<file path="src/rtl/matrix_vector_engine.sv">
// Streaming signed matrix-vector multiplier: y[r] = sum_c M[r][c] * V[c], row-major reads, one result write per row.
// Optional MVM_SATURATE_EN: accumulator clamps on signed overflow instead of wrapping.
module matrix_vector_engine #(
   parameter int ROWS   = 10,
   parameter int COLS   = 10,
   parameter int DATA_W = 32,
   parameter int ACC_W  = 64,
   localparam int MA_W  = (ROWS * COLS > 1) ? $clog2(ROWS * COLS) : 1,
   localparam int VA_W  = (COLS > 1) ? $clog2(COLS) : 1,
   localparam int YA_W  = (ROWS > 1) ? $clog2(ROWS) : 1
) (
   input  logic              clk,
   input  logic              rst,
   input  logic              start,
   output logic              busy,
   output logic              done,
   output logic              m_rd_en,
   output logic [MA_W-1:0]   m_addr,
   output logic [VA_W-1:0]   v_addr,
   input  logic [DATA_W-1:0] m_rdata,
   input  logic [DATA_W-1:0] v_rdata,
   output logic              y_we,
   output logic [YA_W-1:0]   y_addr,
   output logic [ACC_W-1:0]  y_wdata,
   output logic [31:0]       cycle_count
);

   typedef enum logic [1:0] {IDLE, RUN, DRAIN, FINISH} state_t;

   localparam logic [VA_W-1:0] C_LAST = VA_W'(COLS - 1);
   localparam logic [YA_W-1:0] R_LAST = YA_W'(ROWS - 1);

   state_t state_q, state_d;
   logic [MA_W-1:0] m_addr_q, m_addr_d;
   logic [VA_W-1:0] c_q, c_d;
   logic [YA_W-1:0] r_q, r_d;
   logic [31:0]     cycle_count_q, cycle_count_d;

   // stage 1: read data returning; stage 2: product held in p_q
   logic            s1_vld_q, s1_vld_d, s1_first_q, s1_first_d;
   logic            s1_lastc_q, s1_lastc_d, s1_last_q, s1_last_d;
   logic [YA_W-1:0] s1_row_q, s1_row_d;
   logic            s2_vld_q, s2_vld_d, s2_first_q, s2_first_d;
   logic            s2_lastc_q, s2_lastc_d, s2_last_q, s2_last_d;
   logic [YA_W-1:0] s2_row_q, s2_row_d;

   logic signed [2*DATA_W-1:0] prod, p_q, p_d;
   logic signed [ACC_W-1:0]    p_ext, acc_base, acc_next, acc_q, acc_d;
   logic                       y_we_q, y_we_d, y_last_q, y_last_d;
   logic [YA_W-1:0]            y_addr_q, y_addr_d;

   logic issue, issue_lastc, issue_last;

`ifdef MVM_SATURATE_EN
   logic [ACC_W:0] sum_full;
`endif

   always_comb begin
      issue       = (state_q == RUN);
      issue_lastc = (c_q == C_LAST);
      issue_last  = issue_lastc && (r_q == R_LAST);
   end

   always_comb begin
      state_d       = state_q;
      m_addr_d      = m_addr_q;
      c_d           = c_q;
      r_d           = r_q;
      cycle_count_d = cycle_count_q;
      case (state_q)
         IDLE: begin
            if (start) begin
               state_d       = RUN;
               m_addr_d      = '0;
               c_d           = '0;
               r_d           = '0;
               cycle_count_d = '0;
            end
         end
         RUN: begin
            // counters park on the final element so addresses hold after the run
            if (issue_last) begin
               state_d = DRAIN;
            end else begin
               m_addr_d = m_addr_q + MA_W'(1);
               if (issue_lastc) begin
                  c_d = '0;
                  r_d = r_q + YA_W'(1);
               end else begin
                  c_d = c_q + VA_W'(1);
               end
            end
         end
         DRAIN: begin
            if (y_we_q && y_last_q) state_d = FINISH;
         end
         FINISH: state_d = IDLE;
         default: state_d = IDLE;
      endcase
      if ((state_q == RUN || state_q == DRAIN) && cycle_count_q != '1)
         cycle_count_d = cycle_count_q + 32'd1;
   end

   always_comb begin
      s1_vld_d   = issue;
      s1_first_d = issue && (c_q == '0);
      s1_lastc_d = issue && issue_lastc;
      s1_last_d  = issue && issue_last;
      s1_row_d   = r_q;
      s2_vld_d   = s1_vld_q;
      s2_first_d = s1_first_q;
      s2_lastc_d = s1_lastc_q;
      s2_last_d  = s1_last_q;
      s2_row_d   = s1_row_q;

      prod = $signed(m_rdata) * $signed(v_rdata);
      p_d  = s1_vld_q ? prod : p_q;

      p_ext    = ACC_W'(p_q);
      acc_base = s2_first_q ? '0 : acc_q;
`ifdef MVM_SATURATE_EN
      sum_full = {acc_base[ACC_W-1], acc_base} + {p_ext[ACC_W-1], p_ext};
      if (sum_full[ACC_W] != sum_full[ACC_W-1])
         acc_next = sum_full[ACC_W] ? {1'b1, {(ACC_W-1){1'b0}}} : {1'b0, {(ACC_W-1){1'b1}}};
      else
         acc_next = sum_full[ACC_W-1:0];
`else
      acc_next = acc_base + p_ext;
`endif
      acc_d = s2_vld_q ? acc_next : acc_q;

      y_we_d   = s2_vld_q && s2_lastc_q;
      y_last_d = s2_vld_q && s2_last_q;
      y_addr_d = y_we_d ? s2_row_q : y_addr_q;
   end

   always_ff @(posedge clk or posedge rst) begin
      if (rst) begin
         state_q       <= IDLE;
         m_addr_q      <= '0;
         c_q           <= '0;
         r_q           <= '0;
         cycle_count_q <= '0;
         s1_vld_q      <= 1'b0;
         s1_first_q    <= 1'b0;
         s1_lastc_q    <= 1'b0;
         s1_last_q     <= 1'b0;
         s1_row_q      <= '0;
         s2_vld_q      <= 1'b0;
         s2_first_q    <= 1'b0;
         s2_lastc_q    <= 1'b0;
         s2_last_q     <= 1'b0;
         s2_row_q      <= '0;
         p_q           <= '0;
         acc_q         <= '0;
         y_we_q        <= 1'b0;
         y_last_q      <= 1'b0;
         y_addr_q      <= '0;
      end else begin
         state_q       <= state_d;
         m_addr_q      <= m_addr_d;
         c_q           <= c_d;
         r_q           <= r_d;
         cycle_count_q <= cycle_count_d;
         s1_vld_q      <= s1_vld_d;
         s1_first_q    <= s1_first_d;
         s1_lastc_q    <= s1_lastc_d;
         s1_last_q     <= s1_last_d;
         s1_row_q      <= s1_row_d;
         s2_vld_q      <= s2_vld_d;
         s2_first_q    <= s2_first_d;
         s2_lastc_q    <= s2_lastc_d;
         s2_last_q     <= s2_last_d;
         s2_row_q      <= s2_row_d;
         p_q           <= p_d;
         acc_q         <= acc_d;
         y_we_q        <= y_we_d;
         y_last_q      <= y_last_d;
         y_addr_q      <= y_addr_d;
      end
   end

   assign busy        = (state_q == RUN) || (state_q == DRAIN);
   assign done        = (state_q == FINISH);
   assign m_rd_en     = issue;
   assign m_addr      = m_addr_q;
   assign v_addr      = c_q;
   assign y_we        = y_we_q;
   assign y_addr      = y_addr_q;
   assign y_wdata     = acc_q;
   assign cycle_count = cycle_count_q;

endmodule

</file>
<file path="config.mk">
export PLATFORM = sky130hd
export DESIGN_NAME = matrix_vector_engine
export DESIGN_NICKNAME = d
export VERILOG_FILES = /design/src/rtl/matrix_vector_engine.sv
export SDC_FILE = /design/constraint.sdc
export NUM_CORES = 2
export LEC_CHECK = 0
export CAP_MARGIN = 20
export CORE_UTILIZATION = 46
export DETAILED_ROUTE_END_ITERATION = 10
export PLACE_DENSITY = 0.62
export SLEW_MARGIN = 20
export SYNTH_ARGS = -nofsm -noshare
export SYNTH_HDL_FRONTEND = slang
export SYNTH_SLANG_ARGS = --single-unit
</file>
<file path="constraint.sdc">
create_clock -name clk -period 9.7 [get_ports clk]
set_input_delay 0.97 -clock clk [delete_from_list [all_inputs] [get_ports clk]]
set_output_delay 0.97 -clock clk [all_outputs]
set_load 0.01 [all_outputs]
</file>
==> impl_metrics.toml <==
[setup_path]
path_buf_inv = 6
rrSetupSlack_ns = 5.11
path_delay_family = "adder cells"
crit_required_ns = 10.04
worst_path_most_repeated_cell = "fa_1"
cp_max_fo = 14
worstPathArrival_ns = 9.41
critical-path-max-stage-delay_ns = 0.82
cp-end-kind = "flip-flop"
cp_slowest_cell = "clkdlybuf4s50_1"
cp-start-kind = "input port"
worstSetupPathType = "input port to flip-flop"

[clock_tree]
cts_sinks = 199
cts-root-buf = "clkbuf_16"
path_clk_slew_ns = 0.08
cts_tree = "yes"
ctsResizeCount = 0
worstSkewPairLatency_ns = 0.45
cts_hold_buf = 0
post-cts-setup-buffers = 0
clockBufferDepth = 2
cts_buffers = 17
cts_htree_levels = 4

[global_routing]
overflow = 0
grt_pass1_vias = 37290
grt_usage = 0.2389
grt_pass1_wl_um = 199800
grt_max_degree = 133
grt_antenna_before_repair = 6

[worst_hold_path]
hold_path_class = "flip-flop to flip-flop"

[layout]
layout-drive-gt1-share = 0.05872
multi_input_area_um2 = 38110
area_growth_pct = 8.912
fillCellCount = 9603
fin_nets = 6487
seq_area_um2 = 4984

[sta]
timing.hold.ws_ns = 0.3506
tightest_slew_ns = 0.9739
rsz0062_at_grt = "no"
setup_viol = 0
hold_violations = 0
min_period_ns = 9.074
fin_crit_sh = 0.9355
finClkSkew_ns = 0.01101
setup_tns_ns = 0
drv_slew = 0
slew_headroom = 0.3507
fmax_mhz = 110.2

[detailed_routing]
drc = 0
wire_per_inst_um = 18.35
viasPerCell = 5.225
drtIter0Drc = 1776
via_count = 33780
dr.pass1.iters = 5
drt-total-wl_um = 118600
ant_nets = 0

[floorplanning]
fp.coreArea_um2 = 102500
die_width_um = 324.5
die_h_um = 324.5
start_util = 0.4668
row_count = 117
die_area_um2 = 105300
num_io_pins = 182

[place]
io_buffer_count = 181
place_congestion = 0.9052
dp_hpwl_um = 100300

[outcome]
status = "finished clean"

[synth]
synthArstFlopShare = 1.000
synth_seq_cells = 199
seq_area_frac_synth = 0.1041
syn_avg_cell_area_um2 = 9.532
synth_enable_flop_cells = 0
synthCells = 5018
synth_nets = 6426
yosys_most_used_dff = "dfrtp_1"
synthDistinctLibCells = 78
synth-warning-count = 0
syn-cell-area_um2 = 47830

[job]
maxCapViolations = 0
[cells by family (layout without fill, tap and decap cells)]
kind of cell,Yosys count,count (layout),synth area share
simple gates,1490,1490,0.1578
fa+ha+maj,1341,1341,0.5208
buf+inv,1261,1335,0.09924
compound gates,472,472,0.06511
flops,199,199,0.1041
xor+xnor,132,132,0.02417
mux,123,123,0.02880
other cells,0,4,0
[Yosys cell counts, drive strengths merged, types with 4 or more instances]
cell / count / area, um2
or2: 6 / 37.54
o211ai: 16 / 120.1
nor4b: 4 / 35.03
and2: 534 / 3341
nor4: 4 / 25.02
a21oi: 127 / 639.4
xor2: 41 / 359.1
or3: 5 / 31.28
and3: 17 / 106.4
nand3: 53 / 265.3
buf: 10 / 51.29
and4: 7 / 61.31
nand2: 583 / 2191
o21ai: 99 / 499.2
a311oi: 7 / 67.56
inv: 1002 / 3761
mux2i: 6 / 60.06
mux2: 117 / 1318
nand4: 32 / 200.2
o22ai: 4 / 25.02
a211oi: 11 / 92.58
dfrtp: 199 / 4980
fa: 1083 / 21680
o21bai: 19 / 142.6
a2111oi: 4 / 53.81
o31ai: 20 / 163.9
a41oi: 5 / 51.30
a31oi: 21 / 131.4
xnor2: 91 / 797.0
nor3: 18 / 90.09
a21o: 89 / 668.1
o21a: 15 / 112.6
clkbuf: 249 / 934.7
ha: 258 / 3228
nand2b: 25 / 156.4
nor2b: 80 / 500.5
nor2: 111 / 416.7
[registers in the layout, indices dropped and copies added, names as in the netlist]
name	flops
cycle_count	32
m_addr	7
p_ext	64
r_q	4
s1_first_q	1
s1_last_q	1
s1_lastc_q	1
s1_row_q	4
s1_vld_q	1
s2_first_q	1
s2_last_q	1
s2_lastc_q	1
s2_row_q	4
s2_vld_q	1
state_q	2
v_addr	4
y_addr	4
y_last_q	1
y_wdata	64
y_we	1
[stage by stage]
step,instances,area [um2],worst slack (ns),util
final,6464,52100,0.6258,0.5084
after global routing,6464,52100,0.4455,0.5084
after CTS,6460,52090,0.7951,0.5083
after detailed placement,6428,51520,0.3048,0.5028
after global placement,6428,51520,0.3451,0.5028
after floorplan,5018,47830,0.9546,-
[path summary, 6_finish.rpt]
check	start	end	cells past startpoint
setup / recovery	m_rdata[12]	p_ext[59]$_DFFE_PP0P_	27
hold / removal	s1_last_q$_DFF_PP0_	s2_last_q$_DFF_PP0_	0
setup reg to reg	s2_first_q$_DFF_PP0_	y_wdata[61]$_DFFE_PP0P_	15
hold reg to reg	s1_last_q$_DFF_PP0_	s2_last_q$_DFF_PP0_	0
max in group asynchronous	rst	s1_vld_q$_DFF_PP0_	3
min in group asynchronous	rst	cycle_count[29]$_DFFE_PP0P_	2
[cell usage in the layout (no fill, tap or decap), types with 89 or more instances in the layout]
| master | instances |
|---|---|
| ha_1 | 258 |
| clkdlybuf4s50_1 | 181 |
| xnor2_1 | 91 |
| buf_4 | 101 |
| dfrtp_1 | 196 |
| mux2_2 | 117 |
| fa_1 | 1083 |
| a21oi_1 | 126 |
| and2_1 | 532 |
| nand2_1 | 582 |
| a21o_1 | 89 |
| inv_1 | 1001 |
| o21ai_0 | 89 |
| nor2_1 | 111 |
[routing by layer]
metal	global-route usage	share of wire
met1	0.3025	0.41
met2	0.4308	0.52
met3	0.01826	0.033
met4	0.07896	0.035
met5	0	0.000084
[area by class of cell]
cell class | instances | area share
Sequential cell | 199 | 0.09566
Multi-Input combinational cell | 3558 | 0.7315
Antenna cell | 4 | 0.0001921
Timing Repair Buffer | 301 | 0.05663
Inverter | 1002 | 0.07234
Clock buffer | 17 | 0.008166
Clock inverter | 15 | 0.002690
Tap cell | 1368 | 0.03286
Power is not shown: default switching activity piles up to over one toggle a cycle in this logic, so the estimate is an artifact.
